## src/rtl/flip_alpha_gen_pkg.sv

```systemverilog
// Shared types, per-code field constants and GF helpers for the Chase flip alpha generator.
package flip_alpha_gen_pkg;

    localparam int unsigned FIELD_W = 10;
    localparam int unsigned POLY_W  = FIELD_W + 1;

    // Field select encoding carried on i_code
    localparam logic [1:0] CODE_GF6  = 2'b00;
    localparam logic [1:0] CODE_GF8  = 2'b01;
    localparam logic [1:0] CODE_GF10 = 2'b10;

    // Primitive polynomials including the x^m term
    localparam logic [POLY_W-1:0] POLY_GF6  = 11'h043;
    localparam logic [POLY_W-1:0] POLY_GF8  = 11'h11D;
    localparam logic [POLY_W-1:0] POLY_GF10 = 11'h409;

    // Field widths m
    localparam int unsigned M_GF6  = 6;
    localparam int unsigned M_GF8  = 8;
    localparam int unsigned M_GF10 = 10;

    // Index of the last bit in a frame (n - 1)
    localparam logic [FIELD_W-1:0] NLAST_GF6  = 10'd62;
    localparam logic [FIELD_W-1:0] NLAST_GF8  = 10'd254;
    localparam logic [FIELD_W-1:0] NLAST_GF10 = 10'd1022;

    typedef enum logic [1:0] {
        ST_IDLE = 2'd0,
        ST_SCAN = 2'd1,
        ST_CALC = 2'd2,
        ST_DONE = 2'd3
    } state_e;

    // CALC sequence: square, then odd powers, first for a1 then for a2
    typedef enum logic [2:0] {
        STEP_SQ_1 = 3'd0,
        STEP_P3_1 = 3'd1,
        STEP_P5_1 = 3'd2,
        STEP_P7_1 = 3'd3,
        STEP_SQ_2 = 3'd4,
        STEP_P3_2 = 3'd5,
        STEP_P5_2 = 3'd6,
        STEP_P7_2 = 3'd7
    } step_e;

    // Only the widest field needs alpha^5 and alpha^7; the unused code 11 behaves as GF(2^10)
    function automatic logic code_is_long(input logic [1:0] code);
        logic long_code;
        case (code)
            CODE_GF6:  long_code = 1'b0;
            CODE_GF8:  long_code = 1'b0;
            CODE_GF10: long_code = 1'b1;
            default:   long_code = 1'b1;
        endcase
        return long_code;
    endfunction

    function automatic logic [FIELD_W-1:0] code_nlast(input logic [1:0] code);
        logic [FIELD_W-1:0] nlast;
        case (code)
            CODE_GF6:  nlast = NLAST_GF6;
            CODE_GF8:  nlast = NLAST_GF8;
            CODE_GF10: nlast = NLAST_GF10;
            default:   nlast = NLAST_GF10;
        endcase
        return nlast;
    endfunction

    // Multiply by alpha: shift left and fold the x^m term back with the primitive polynomial
    function automatic logic [FIELD_W-1:0] gf_xtime(input logic [FIELD_W-1:0] x,
                                                    input logic [1:0]         code);
        logic [POLY_W-1:0] sh;
        sh = {x, 1'b0};
        case (code)
            CODE_GF6:  if (sh[M_GF6])  sh = sh ^ POLY_GF6;
            CODE_GF8:  if (sh[M_GF8])  sh = sh ^ POLY_GF8;
            CODE_GF10: if (sh[M_GF10]) sh = sh ^ POLY_GF10;
            default:   if (sh[M_GF10]) sh = sh ^ POLY_GF10;
        endcase
        return sh[FIELD_W-1:0];
    endfunction

    // CALC step sequencing; short codes skip the alpha^5/alpha^7 steps
    function automatic step_e step_next(input step_e step, input logic long_code);
        step_e nxt;
        case (step)
            STEP_SQ_1: nxt = STEP_P3_1;
            STEP_P3_1: nxt = long_code ? STEP_P5_1 : STEP_SQ_2;
            STEP_P5_1: nxt = STEP_P7_1;
            STEP_P7_1: nxt = STEP_SQ_2;
            STEP_SQ_2: nxt = STEP_P3_2;
            STEP_P3_2: nxt = STEP_P5_2;
            STEP_P5_2: nxt = STEP_P7_2;
            default:   nxt = STEP_SQ_1;
        endcase
        return nxt;
    endfunction

endpackage

```

## src/rtl/flip_alpha_gen_if.sv

```systemverilog
// Frame input and flip-operand result bundle between LLR buffer, alpha generator and flip-syndrome stage.
interface flip_alpha_gen_if #(
    parameter int unsigned MAG_W = 7,
    parameter int unsigned GF_W  = 10
);

    logic             i_mode;
    logic [1:0]       i_code;
    logic             i_start;
    logic             i_llr_valid;
    logic [MAG_W-1:0] i_llr_mag;

    logic [GF_W-1:0]  o_pos_1;
    logic [GF_W-1:0]  o_pos_2;
    logic [GF_W-1:0]  o_flip_alpha_S1_1;
    logic [GF_W-1:0]  o_flip_alpha_S3_1;
    logic [GF_W-1:0]  o_flip_alpha_S5_1;
    logic [GF_W-1:0]  o_flip_alpha_S7_1;
    logic [GF_W-1:0]  o_flip_alpha_S1_2;
    logic [GF_W-1:0]  o_flip_alpha_S3_2;
    logic [GF_W-1:0]  o_flip_alpha_S5_2;
    logic [GF_W-1:0]  o_flip_alpha_S7_2;
    logic             o_flip_alpha_valid;
    logic             o_busy;

    // Upstream/consumer side
    modport master (
        output i_mode, i_code, i_start, i_llr_valid, i_llr_mag,
        input  o_pos_1, o_pos_2,
        input  o_flip_alpha_S1_1, o_flip_alpha_S3_1, o_flip_alpha_S5_1, o_flip_alpha_S7_1,
        input  o_flip_alpha_S1_2, o_flip_alpha_S3_2, o_flip_alpha_S5_2, o_flip_alpha_S7_2,
        input  o_flip_alpha_valid, o_busy
    );

    // Alpha generator side
    modport slave (
        input  i_mode, i_code, i_start, i_llr_valid, i_llr_mag,
        output o_pos_1, o_pos_2,
        output o_flip_alpha_S1_1, o_flip_alpha_S3_1, o_flip_alpha_S5_1, o_flip_alpha_S7_1,
        output o_flip_alpha_S1_2, o_flip_alpha_S3_2, o_flip_alpha_S5_2, o_flip_alpha_S7_2,
        output o_flip_alpha_valid, o_busy
    );

endinterface

```

## src/rtl/flip_alpha_gen_gf_mult.sv

```systemverilog
// Combinational GF(2^m) multiplier for the three supported fields, MSB-first shift-and-add.
module gf_mult
    import flip_alpha_gen_pkg::*;
#(
    parameter int unsigned GF_W = 10
) (
    input  logic [GF_W-1:0] i_a,
    input  logic [GF_W-1:0] i_b,
    input  logic [1:0]      i_code,
    output logic [GF_W-1:0] o_product
);

    logic [GF_W-1:0] acc;

    // Horner evaluation over the bits of i_b, reducing after every shift
    always_comb begin
        acc = '0;
        for (int i = int'(GF_W) - 1; i >= 0; i--) begin
            acc = GF_W'(gf_xtime(FIELD_W'(acc), i_code));
            if (i_b[i]) begin
                acc = acc ^ i_a;
            end
        end
        o_product = acc;
    end

endmodule

```

## src/rtl/flip_alpha_gen.sv

```systemverilog
// Chase flip front end: finds the two least-reliable positions in a frame and
// produces alpha^(k*pos) for k = 1, 3, 5, 7 for the flip-syndrome stage.
module flip_alpha_gen
    import flip_alpha_gen_pkg::*;
#(
    parameter int unsigned MAG_W = 7,
    parameter int unsigned GF_W  = 10
) (
    input  logic            i_clk,
    input  logic            i_rst,
    flip_alpha_gen_if.slave fa
);

    // Above any legal magnitude so the first two samples always displace it
    localparam logic [MAG_W:0] MAG_SENTINEL = {1'b1, {MAG_W{1'b0}}};

    state_e          state;
    state_e          state_nxt;
    step_e           step;
    step_e           step_nxt;

    logic            start_acc_c;
    logic            scan_init_c;
    logic            sample_c;
    logic            calc_c;
    logic            long_code_c;
    logic            last_idx_c;
    logic            last_step_c;

    logic [1:0]      code_q;
    logic [GF_W-1:0] idx;
    logic [GF_W-1:0] alpha;
    logic [MAG_W:0]  min1;
    logic [MAG_W:0]  min2;
    logic [MAG_W:0]  mag_ext_c;
    logic [GF_W-1:0] pos1;
    logic [GF_W-1:0] pos2;
    logic [GF_W-1:0] a1;
    logic [GF_W-1:0] a2;
    logic [GF_W-1:0] sq;

    logic [GF_W-1:0] mul_a_c;
    logic [GF_W-1:0] mul_b_c;
    logic [GF_W-1:0] mul_p_c;

    assign start_acc_c = fa.i_start & fa.i_mode;
    assign long_code_c = code_is_long(code_q);
    assign last_idx_c  = (idx == GF_W'(code_nlast(code_q)));
    assign last_step_c = long_code_c ? (step == STEP_P7_2) : (step == STEP_P3_2);
    assign mag_ext_c   = {1'b0, fa.i_llr_mag};

    // State and CALC step registers
    always_ff @(posedge i_clk) begin
        if (i_rst) begin
            state <= ST_IDLE;
            step  <= STEP_SQ_1;
        end else begin
            state <= state_nxt;
            step  <= step_nxt;
        end
    end

    // Next-state logic and per-cycle datapath enables
    always_comb begin
        state_nxt   = state;
        step_nxt    = step;
        scan_init_c = 1'b0;
        sample_c    = 1'b0;
        calc_c      = 1'b0;
        case (state)
            ST_IDLE, ST_DONE: begin
                if (start_acc_c) begin
                    state_nxt   = ST_SCAN;
                    scan_init_c = 1'b1;
                end
            end
            ST_SCAN: begin
                if (start_acc_c) begin
                    scan_init_c = 1'b1;
                end else if (fa.i_llr_valid) begin
                    sample_c = 1'b1;
                    if (last_idx_c) begin
                        state_nxt = ST_CALC;
                        step_nxt  = STEP_SQ_1;
                    end
                end
            end
            ST_CALC: begin
                if (start_acc_c) begin
                    state_nxt   = ST_SCAN;
                    scan_init_c = 1'b1;
                end else begin
                    calc_c = 1'b1;
                    if (last_step_c) begin
                        state_nxt = ST_DONE;
                    end else begin
                        step_nxt = step_next(step, long_code_c);
                    end
                end
            end
            default: begin
                state_nxt = ST_IDLE;
            end
        endcase
    end

    // Scan datapath: running index, alpha^index and the two smallest magnitudes
    always_ff @(posedge i_clk) begin
        if (i_rst) begin
            code_q <= '0;
            idx    <= '0;
            alpha  <= '0;
            min1   <= '0;
            min2   <= '0;
            pos1   <= '0;
            pos2   <= '0;
            a1     <= '0;
            a2     <= '0;
        end else if (scan_init_c) begin
            code_q <= fa.i_code;
            idx    <= '0;
            alpha  <= GF_W'(1);
            min1   <= MAG_SENTINEL;
            min2   <= MAG_SENTINEL;
            pos1   <= '0;
            pos2   <= '0;
            a1     <= '0;
            a2     <= '0;
        end else if (sample_c) begin
            if (mag_ext_c < min1) begin
                min2 <= min1;
                pos2 <= pos1;
                a2   <= a1;
                min1 <= mag_ext_c;
                pos1 <= idx;
                a1   <= alpha;
            end else if (mag_ext_c < min2) begin
                min2 <= mag_ext_c;
                pos2 <= idx;
                a2   <= alpha;
            end
            idx   <= idx + GF_W'(1);
            alpha <= GF_W'(gf_xtime(FIELD_W'(alpha), code_q));
        end
    end

    // Operand select for the shared multiplier; odd powers reuse the previous power times the square
    always_comb begin
        mul_a_c = a1;
        mul_b_c = a1;
        case (step)
            STEP_SQ_1: begin mul_a_c = a1;                   mul_b_c = a1; end
            STEP_P3_1: begin mul_a_c = sq;                   mul_b_c = a1; end
            STEP_P5_1: begin mul_a_c = fa.o_flip_alpha_S3_1; mul_b_c = sq; end
            STEP_P7_1: begin mul_a_c = fa.o_flip_alpha_S5_1; mul_b_c = sq; end
            STEP_SQ_2: begin mul_a_c = a2;                   mul_b_c = a2; end
            STEP_P3_2: begin mul_a_c = sq;                   mul_b_c = a2; end
            STEP_P5_2: begin mul_a_c = fa.o_flip_alpha_S3_2; mul_b_c = sq; end
            STEP_P7_2: begin mul_a_c = fa.o_flip_alpha_S5_2; mul_b_c = sq; end
            default:   begin mul_a_c = a1;                   mul_b_c = a1; end
        endcase
    end

    gf_mult #(
        .GF_W (GF_W)
    ) u_gf_mult (
        .i_a       (mul_a_c),
        .i_b       (mul_b_c),
        .i_code    (code_q),
        .o_product (mul_p_c)
    );

    // Result registers: filled step by step during CALC, held through DONE
    always_ff @(posedge i_clk) begin
        if (i_rst) begin
            sq                    <= '0;
            fa.o_pos_1            <= '0;
            fa.o_pos_2            <= '0;
            fa.o_flip_alpha_S1_1  <= '0;
            fa.o_flip_alpha_S3_1  <= '0;
            fa.o_flip_alpha_S5_1  <= '0;
            fa.o_flip_alpha_S7_1  <= '0;
            fa.o_flip_alpha_S1_2  <= '0;
            fa.o_flip_alpha_S3_2  <= '0;
            fa.o_flip_alpha_S5_2  <= '0;
            fa.o_flip_alpha_S7_2  <= '0;
            fa.o_flip_alpha_valid <= 1'b0;
            fa.o_busy             <= 1'b0;
        end else begin
            fa.o_busy             <= (state_nxt == ST_SCAN) || (state_nxt == ST_CALC);
            fa.o_flip_alpha_valid <= (state_nxt == ST_DONE);
            if (calc_c) begin
                case (step)
                    STEP_SQ_1: begin
                        sq                   <= mul_p_c;
                        fa.o_pos_1           <= pos1;
                        fa.o_pos_2           <= pos2;
                        fa.o_flip_alpha_S1_1 <= a1;
                        fa.o_flip_alpha_S1_2 <= a2;
                        fa.o_flip_alpha_S5_1 <= '0;
                        fa.o_flip_alpha_S7_1 <= '0;
                        fa.o_flip_alpha_S5_2 <= '0;
                        fa.o_flip_alpha_S7_2 <= '0;
                    end
                    STEP_P3_1: fa.o_flip_alpha_S3_1 <= mul_p_c;
                    STEP_P5_1: fa.o_flip_alpha_S5_1 <= mul_p_c;
                    STEP_P7_1: fa.o_flip_alpha_S7_1 <= mul_p_c;
                    STEP_SQ_2: sq                   <= mul_p_c;
                    STEP_P3_2: fa.o_flip_alpha_S3_2 <= mul_p_c;
                    STEP_P5_2: fa.o_flip_alpha_S5_2 <= mul_p_c;
                    STEP_P7_2: fa.o_flip_alpha_S7_2 <= mul_p_c;
                    default:   sq                   <= sq;
                endcase
            end
        end
    end

endmodule

```

## src/flat_wrapper.sv

```systemverilog
// flat-port wrapper written by rule: the top's interface ports become plain ports
module flip_alpha_gen_flat import flip_alpha_gen_pkg::*;
#(
    parameter int unsigned MAG_W = 7,
    parameter int unsigned GF_W  = 10
)
  (i_clk, i_rst, fa_i_mode, fa_i_code, fa_i_start, fa_i_llr_valid, fa_i_llr_mag, fa_o_pos_1, fa_o_pos_2, fa_o_flip_alpha_S1_1, fa_o_flip_alpha_S3_1, fa_o_flip_alpha_S5_1, fa_o_flip_alpha_S7_1, fa_o_flip_alpha_S1_2, fa_o_flip_alpha_S3_2, fa_o_flip_alpha_S5_2, fa_o_flip_alpha_S7_2, fa_o_flip_alpha_valid, fa_o_busy);
  flip_alpha_gen_if #(.MAG_W(MAG_W), .GF_W(GF_W)) fa_i ();
  input  logic i_clk;
  input  logic i_rst;
  input wire logic [$bits(fa_i.i_mode)-1:0] fa_i_mode;
  input wire logic [$bits(fa_i.i_code)-1:0] fa_i_code;
  input wire logic [$bits(fa_i.i_start)-1:0] fa_i_start;
  input wire logic [$bits(fa_i.i_llr_valid)-1:0] fa_i_llr_valid;
  input wire logic [$bits(fa_i.i_llr_mag)-1:0] fa_i_llr_mag;
  output wire logic [$bits(fa_i.o_pos_1)-1:0] fa_o_pos_1;
  output wire logic [$bits(fa_i.o_pos_2)-1:0] fa_o_pos_2;
  output wire logic [$bits(fa_i.o_flip_alpha_S1_1)-1:0] fa_o_flip_alpha_S1_1;
  output wire logic [$bits(fa_i.o_flip_alpha_S3_1)-1:0] fa_o_flip_alpha_S3_1;
  output wire logic [$bits(fa_i.o_flip_alpha_S5_1)-1:0] fa_o_flip_alpha_S5_1;
  output wire logic [$bits(fa_i.o_flip_alpha_S7_1)-1:0] fa_o_flip_alpha_S7_1;
  output wire logic [$bits(fa_i.o_flip_alpha_S1_2)-1:0] fa_o_flip_alpha_S1_2;
  output wire logic [$bits(fa_i.o_flip_alpha_S3_2)-1:0] fa_o_flip_alpha_S3_2;
  output wire logic [$bits(fa_i.o_flip_alpha_S5_2)-1:0] fa_o_flip_alpha_S5_2;
  output wire logic [$bits(fa_i.o_flip_alpha_S7_2)-1:0] fa_o_flip_alpha_S7_2;
  output wire logic [$bits(fa_i.o_flip_alpha_valid)-1:0] fa_o_flip_alpha_valid;
  output wire logic [$bits(fa_i.o_busy)-1:0] fa_o_busy;
  assign fa_i.i_mode = fa_i_mode;
  assign fa_i.i_code = fa_i_code;
  assign fa_i.i_start = fa_i_start;
  assign fa_i.i_llr_valid = fa_i_llr_valid;
  assign fa_i.i_llr_mag = fa_i_llr_mag;
  assign fa_o_pos_1 = fa_i.o_pos_1;
  assign fa_o_pos_2 = fa_i.o_pos_2;
  assign fa_o_flip_alpha_S1_1 = fa_i.o_flip_alpha_S1_1;
  assign fa_o_flip_alpha_S3_1 = fa_i.o_flip_alpha_S3_1;
  assign fa_o_flip_alpha_S5_1 = fa_i.o_flip_alpha_S5_1;
  assign fa_o_flip_alpha_S7_1 = fa_i.o_flip_alpha_S7_1;
  assign fa_o_flip_alpha_S1_2 = fa_i.o_flip_alpha_S1_2;
  assign fa_o_flip_alpha_S3_2 = fa_i.o_flip_alpha_S3_2;
  assign fa_o_flip_alpha_S5_2 = fa_i.o_flip_alpha_S5_2;
  assign fa_o_flip_alpha_S7_2 = fa_i.o_flip_alpha_S7_2;
  assign fa_o_flip_alpha_valid = fa_i.o_flip_alpha_valid;
  assign fa_o_busy = fa_i.o_busy;
  flip_alpha_gen #(.MAG_W(MAG_W), .GF_W(GF_W)) u_core (.i_clk(i_clk), .i_rst(i_rst), .fa(fa_i));
endmodule
```

## config.mk

```make
export PLATFORM = sky130hd
export DESIGN_NAME = flip_alpha_gen_flat
export DESIGN_NICKNAME = d
export VERILOG_FILES = /design/src/rtl/flip_alpha_gen_pkg.sv /design/src/rtl/flip_alpha_gen_if.sv /design/src/rtl/flip_alpha_gen_gf_mult.sv /design/src/rtl/flip_alpha_gen.sv /design/src/flat_wrapper.sv
export SDC_FILE = /design/constraint.sdc
export NUM_CORES = 1
export LEC_CHECK = 0
export ABC_CLOCK_PERIOD_IN_PS = 5900
export CAP_MARGIN = 20
export CORE_UTILIZATION = 40
export DETAILED_ROUTE_END_ITERATION = 8
export MAX_ROUTING_LAYER = met4
export SETUP_SLACK_MARGIN = 0.2
export SLEW_MARGIN = 5
export SYNTH_ARGS = -nofsm -noshare
export SYNTH_HDL_FRONTEND = slang
export SYNTH_HIERARCHICAL = 1
export SYNTH_SLANG_ARGS = --single-unit
```

## constraint.sdc

```tcl
create_clock -name i_clk -period 5.9 [get_ports i_clk]
set_clock_uncertainty 0.05 [all_clocks]
set_input_delay 1.18 -clock i_clk [delete_from_list [all_inputs] [get_ports i_clk]]
set_output_delay 1.18 -clock i_clk [all_outputs]
set_load 0.02 [all_outputs]
```

; Yosys cells after proc, flatten, opt, wreduce, memory -nomap -nowiden
; Index checks and enable logic that the tools add are counted.
[classes]
n_addsub = 1
n_lt_le_gt_ge = 2
eq_ne = 20
muxes = 93
bitwise_logic = 40
reduce_logical = 35
[op_table]
columns = operator, n
row1 = one-hot mux 9 bit (2 select lines), 10
row2 = 2-to-1 mux 10 bit, 14
row3 = one-hot mux 10 bit (2 select lines), 5
row4 = 2-to-1 mux 9 bit, 10
row5 = XOR 10 bit, 9
row6 = 2-to-1 mux 7 bit, 10
row7 = one-hot mux 10 bit (7 select lines), 1
row8 = 2-to-1 mux 8 bit, 7
row9 = NOT 5 bit, 10
row10 = 2-to-1 mux 4 bit, 10
row11 = NOT 3 bit, 10
row12 = one-hot mux 10 bit (3 select lines), 1
row13 = AND reduction 2 bit, 12
row14 = one-hot mux 3 bit (7 select lines), 1
row15 = NOT 2 bit, 10
row16 = 2-to-1 mux 3 bit, 6
row17 = < comparator 7 x 8 -> 1 bit, 2
row18 = nonzero test 2 bit, 8
row19 = OR reduction 2 bit, 7
row20 = equality test 3 bit (second input constant), 4
row21 = 2-to-1 mux 2 bit, 6
row22 = adder 10 x 1 -> 10 bit (second input constant), 1
row23 = equality test 10 bit, 1
row24 = 2-to-1 mux 1 bit, 10
row25 = 15 further kinds, 26
[totals]
reg_bits = 195
inputBits = 14
out_inout_bits = 102
wordCells = 218

; Depth between registers and ports, before layout
[logic_depth]
ltp_word = 50
ltp_mapped = 21
ltp_nobuf = 18

; Modules after synthesis
; The synthesis kept the hierarchy.
[by_module_without_submodules]
columns = mod, instances, cells_each, area_each_um2, seq_area_each_um2
row1 = flip_alpha_gen, 1, 975, 8499.4, 3903.7
row2 = gf_mult, 1, 334, 2170.8, 0.0

; Least setup slack after synthesis
; OpenSTA, ideal clock, no wires.
[synth_path]
path_kind = flip-flop to flip-flop
startpoint = register u_core.step[1]
endpoint = register u_core.fa.o_flip_alpha_S7_1[3]
setup_time_ps = 66
arrival_time_ps = 4590
required_time_ps = 5784
slack_ps = 1194
stages_incl_launch_ff = 20
n_path_buf = 4
period_less_slack_ps = 4706
cell_sequence = dfxtp_1 > buf_2 > buf_2 > clkbuf_1 > clkbuf_1 > nand2_1 > o21ai_0 > nand2_1 > xnor3_2 > xor2_2 > mux2i_2 > mux2i_1 > xor2_2 > mux2i_2 > mux2i_1 > o21ai_1 > o311ai_1 > xnor2_1 > a22oi_1 > nor2_1
[synth_between]
elab_cells_between_ends = 91
cone_classes = eq/ne (7) / mux (48) / bitwise (29) / reduce/logical (7)
[synth_lines]
columns = item, line
row1 = from (decl), flip_alpha_gen.sv:19  ; step_e step;
row2 = from (signal assigned), flip_alpha_gen.sv:59  ; step <= step_nxt;
row3 = "equality test 3 x 2 -> 1 bit, or another cell as far along", flip_alpha_gen.sv:151  ; case (step)
row4 = OR reduction 4 bit (no line) / OR reduction 2 bit (equally long branches), -
row5 = one-hot mux 10 bit (3 select lines) *, flip_alpha_gen.sv:151
row6 = net u_core.mul_b_c[7], flip_alpha_gen.sv:43  ; logic [GF_W-1:0] mul_b_c;
row7 = 2-to-1 mux 10 bit *, flip_alpha_gen_gf_mult.sv:20  ; if (i_b[i]) begin
row8 = NOT 2 bit (no line) / NOT 5 bit (equally long branches), -
row9 = 2-to-1 mux 4 bit / 2-to-1 mux 9 bit (equally long branches), "flip_alpha_gen_pkg.sv:77, flip_alpha_gen_pkg.sv:78, flip_alpha_gen_pkg.sv:76"
row10 = one-hot mux 9 bit (2 select lines), flip_alpha_gen_pkg.sv:74  ; case (code)
row11 = [... 24 more ...], -
row12 = 2-to-1 mux 10 bit *, flip_alpha_gen_gf_mult.sv:20
row13 = NOT 2 bit (no line) / NOT 5 bit (equally long branches), -
row14 = 2-to-1 mux 4 bit / 2-to-1 mux 9 bit (equally long branches), "flip_alpha_gen_pkg.sv:77, flip_alpha_gen_pkg.sv:78, flip_alpha_gen_pkg.sv:76"
row15 = one-hot mux 9 bit (2 select lines) *, flip_alpha_gen_pkg.sv:74
row16 = XOR 10 bit, flip_alpha_gen_gf_mult.sv:21  ; acc = acc ^ i_a;
row17 = 2-to-1 mux 10 bit *, flip_alpha_gen_gf_mult.sv:20
row18 = net u_core.mul_p_c[3], flip_alpha_gen.sv:44  ; logic [GF_W-1:0] mul_p_c;
row19 = one-hot mux 10 bit (2 select lines) *, flip_alpha_gen.sv:193  ; case (step)
row20 = to (signal assigned), flip_alpha_gen.sv:207  ; STEP_P7_1: fa.o_flip_alpha_S7_1 <= mul_p_c;
row21 = to (decl), flip_alpha_gen_if.sv:39  ; output o_flip_alpha_S1_1, o_flip_alpha_S3_1, o_flip_alpha_S5_1, o_flip_alpha_S7_1,
; The timed path passes the listed nets; every way through them passes the cells marked *.
; A chain may end at the register's enable or synchronous reset.

; Worst setup path in the final report
[layout_path]
startpoint = register u_core.step[1]
endpoint = register u_core.fa.o_flip_alpha_S7_2[3]
[layout_between]
elab_cells_between_ends = 91
cone_classes = eq/ne (7) / mux (48) / bitwise (29) / reduce/logical (7)
[layout_lines]
columns = item, line
row1 = equality test 3 x 1 -> 1 bit / equality test 3 bit (equally long branches), flip_alpha_gen.sv:151
row2 = OR reduction 2 bit (no line), -
row3 = one-hot mux 10 bit (7 select lines) *, flip_alpha_gen.sv:151
row4 = net u_core.mul_a_c[3], flip_alpha_gen.sv:42  ; logic [GF_W-1:0] mul_a_c;
row5 = 2-to-1 mux 10 bit, flip_alpha_gen_gf_mult.sv:20
row6 = NOT 5 bit (no line), -
row7 = 2-to-1 mux 9 bit, flip_alpha_gen_pkg.sv:76  ; CODE_GF8: if (sh[M_GF8]) sh = sh ^ POLY_GF8;
row8 = one-hot mux 9 bit (2 select lines), flip_alpha_gen_pkg.sv:74
row9 = [... 31 more ...], -
row10 = 2-to-1 mux 10 bit, flip_alpha_gen_gf_mult.sv:20
row11 = NOT 2 bit (no line) / NOT 5 bit (equally long branches), -
row12 = 2-to-1 mux 4 bit / 2-to-1 mux 9 bit (equally long branches), "flip_alpha_gen_pkg.sv:77, flip_alpha_gen_pkg.sv:78, flip_alpha_gen_pkg.sv:76"
row13 = one-hot mux 9 bit (2 select lines), flip_alpha_gen_pkg.sv:74
row14 = XOR 10 bit, flip_alpha_gen_gf_mult.sv:21
row15 = 2-to-1 mux 10 bit *, flip_alpha_gen_gf_mult.sv:20
row16 = net u_core.mul_p_c[3], flip_alpha_gen.sv:44
row17 = one-hot mux 10 bit (2 select lines) *, flip_alpha_gen.sv:193
row18 = to (signal assigned), flip_alpha_gen.sv:211  ; STEP_P7_2: fa.o_flip_alpha_S7_2 <= mul_p_c;
row19 = to (decl), flip_alpha_gen_if.sv:40  ; output o_flip_alpha_S1_2, o_flip_alpha_S3_2, o_flip_alpha_S5_2, o_flip_alpha_S7_2,
; Marks and branches as above.

==> results.tsv <==
stage	metric	value	unit
drt	drtAntennaViolNets	0	
job	maxCapViolCount	0	
setup_path	cp_slowest_stage_delay	800	ps
sta	period_minus_slack	5140	ps
die	die_h	165	microns
clocking	cts-root-buf	clkbuf_16	
outcome	violations	DRC	
drt	drt-total-wl	31700	microns
yosys	syn_inst	1309	
pwr	p_per_area	206	nW/um^2
yosys	synth_ff_type	dfxtp_1	
die	dieArea	27300	sq um
yosys	synth_mux_area_share	7.70	%
yosys	synth_edf_count	0	
die	coreArea	26100	sq um
pwr	power_frac_seq	51.0	%
yosys	synth-seq-cells	195	
yosys	synth_compound_gate_area_share	18.4	%
clocking	numCtsBuffers	17	
sta	slew_viol_final	0	
drt	vias	9450	
yosys	synth_area_leader_cell	dfxtp_1	
sta	rsz0062_at_grt	no	
final_layout	fin_nets	1414	
placement	gp_congestion	0.925	
die	die_w	165	microns
yosys	yosysUniqueCellTypes	82	
placement	place_hpwl	22500	microns
drt	drt_pass1_iterations	8	
clocking	post-cts-setup-buffers	0	
yosys	syn_nets	1340	
yosys	netlist_top_cells_count	278 x nand2_1, 195 x dfxtp_1, 132 x a21oi_1	
pwr	power	2.62	mW
clocking	clk_pin_slew_worst_paths	70	ps
drt	vias_per_cell	5.47	
yosys	syn-cell-area	10700	sq um
yosys	synth_adder_area_share	1.99	%
pwr	p_comb_share	5.1	%
setup_path	worst-path-buf-inv	0	
die	initial_core_util	40.8	%
pwr	peakVddDrop	0.150	mV
drt	wl_per_cell	18.3	microns
yosys	synth-xor-area-share	11.1	%
die	rows	59	
yosys	async_reset_ff_share	0	%
worst_hold_path	hold_path.class	reg -> reg	
clocking	cts_tree	built	
pwr	p_leak	4.16	nW
sta	worst_slew_pin_slew	1070	ps
yosys	yosysMostFrequentCell	nand2_1	
sta	finalSetupViolCount	0	
setup_path	worstSetupStartpointType	flop	
yosys	synth_top_family_by_area	compound AO/OA/AOI/OAI gates	
drt	first_iter_violations	965	
yosys	ys_warn_count	6	
placement	io_buffers	115	
yosys	synthSimpleGateAreaFrac	18.2	%
global_route	grt_pass1_vias	8697	
yosys	synth_top_area_share	36.6	%
sta	finalSetupTns	0	ps
sta	slew_headroom	28.5	%
pwr	clkPwrFrac	43.9	%
global_route	antenna_found_initial	0	
yosys	avgSynthCellArea	8.15	sq um
pwr	switchingPower	648	uW
sta	fin_crit_sh	87.1	%
setup_path	cp_max_fo	33	
final_layout	drive_gt1_share	8.32	%
pwr	switching_share	24.8	%
clocking	clockBufferDepth	2	
die	io_pins	116	
sta	fmax	0.195	GHz
setup_path	critPathRequiredTime	6210	ps
global_route	grt_max_degree	78	
setup_path	arrival	5450	ps
yosys	netlist_top_cells_area	dfxtp_1 37%, nand2_1 9.8%, xnor2_1 6.7%	
setup_path	worstPathCellList	nor2_1, a221oi_1, a21oi_1, a221o_1, nand2_1, xnor3_2, xor2_2, mux2i_2, mux2i_1, xor2_2, mux2i_2, mux2i_1, o21ai_1, o311ai_1, xnor2_2, a22oi_1, nor2_1	
final_layout	diodes	0	
drt	post-route-drc-count	12	
pwr	cell_internal_pwr	1.97	mW
sta	finalHoldViolations	0	
global_route	grt_pass1_wl	49900	microns
setup_path	timing_worst_setup_path_type	reg -> reg	
clocking	clk_latency	440	ps
setup_path	endpoint_kind	flop	
yosys	yosysSeqAreaShare	36.6	%
clocking	cts.sink_count	195	
final_layout	area_growth	18.8	%
clocking	cts_max_level	4	
global_route	grt_overflow	0	
outcome	status	complete, but fails checks	
setup_path	crit_family	XOR/XNOR gates	
global_route	grt.total_usage	24.4	%
setup_path	cp_slowest_cell	dfxtp_2	
==> worst reg2reg max path: stages (launching register included) <==
cell      delay, ps
dfxtp_2         800
nor2_1          270
a221oi_1        300
a21oi_1          80
a221o_1         320
nand2_1          90
xnor3_2         320
xor2_2          220
mux2i_2         330
mux2i_1         360
xor2_2          360
mux2i_2         400
mux2i_1         150
o21ai_1         140
o311ai_1        160
xnor2_2         390
a22oi_1         160
nor2_1          150
==> logic make-up after synthesis <==
logic type	count (synthesis)
simple gates	463
fa+ha+maj	17
flops	195
mux	75
buf+inv	143
compound gates	292
xor+xnor	124
==> cells in the final DEF, fill, tap and decap left out, types with 4 or more instances in the layout <==
cell type,netlist,final
a211oi_1,13,13
or2_2,4,4
o21ai_0,26,26
clkdlybuf4s50_1,0,114
a22oi_1,34,34
buf_4,3,39
a221o_1,5,5
nand2_1,278,278
and3_1,6,6
mux2i_1,67,67
a21o_1,7,7
xnor2_1,82,81
nand3b_1,5,5
clkbuf_16,0,17
nor2b_1,7,7
inv_1,43,43
o221a_1,20,20
a31oi_1,4,4
inv_6,0,4
o221a_2,8,8
nand3_1,8,8
nand4_1,4,4
or3_1,5,5
nor3_1,9,7
and2_1,4,4
ha_1,17,17
nor3_2,3,5
mux4_2,5,5
a221oi_1,6,6
xor2_1,34,34
nor2_1,111,111
dfxtp_1,195,193
a21oi_1,132,132
==> metrics by stage <==
stage | instances | cell area, sq um | util (%) | hold slack (ps) | worst slack, ps
floorplan | 1309 | 10700 | - | 382 | 1190
global placement | 1698 | 12100 | 46.2 | 394 | 847
detailed placement | 1698 | 12100 | 46.2 | 400 | 709
CTS | 1728 | 12600 | 48.4 | 411 | 662
global route | 1729 | 12700 | 48.5 | 429 | 361
finish | 1729 | 12700 | 48.5 | 405 | 763
==> routing by layer <==
layer / track usage, % / vias up / part of all wire (%)
met2: 36.1 / 273 / 45
met5: - / - / 0
met1: 34.3 / 4514 / 48
met4: 6.86 / 0 / 1.7
met3: 3.65 / 43 / 5.3
li1: - / 4620 / -
==> power groups by stage <==
stage	Sequential (mW)	Combinational (mW)	Clock, mW
final	1.34	0.133	1.15
after global routing	1.34	0.148	1.23
after CTS	1.34	0.132	1.17
after detailed placement	1.37	0.132	0
after global placement	1.37	0.131	0
after floorplan	1.36	0.0915	0
==> path summary, 6_finish.rpt <==
check,start,to,slack [ps],cells past startpoint
setup / recovery,u_core/step[1],u_core/fa.o_flip_alpha_S7_2[3],760,17
setup reg to reg,u_core/step[1],u_core/fa.o_flip_alpha_S7_2[3],760,17
hold reg to reg,u_core/fa.o_flip_alpha_S1_1[0],u_core/fa.o_flip_alpha_S1_1[0],410,2
hold / removal,u_core/fa.o_flip_alpha_S1_1[0],u_core/fa.o_flip_alpha_S1_1[0],410,2
==> layout make-up <==
| type | instances | area [sq um] |
|---|---|---|
| repair buffers | 154 | 1460 |
| flip-flops and latches | 195 | 3910 |
| multi-input cells | 971 | 6150 |
| clock inverters | 12 | 145 |
| inverters | 44 | 165 |
| well taps | 335 | 419 |
| fillers | 2612 | 13500 |
| clock buffers | 18 | 429 |
==> what timing repair did <==
item | 4_1_cts | 5_1_grt
hold buffers | 0 | 0
endpoints found under the setup margin | 0 | 6
resized for setup | 0 | 1
No activity file was read; power rests on OpenSTA's default activity.
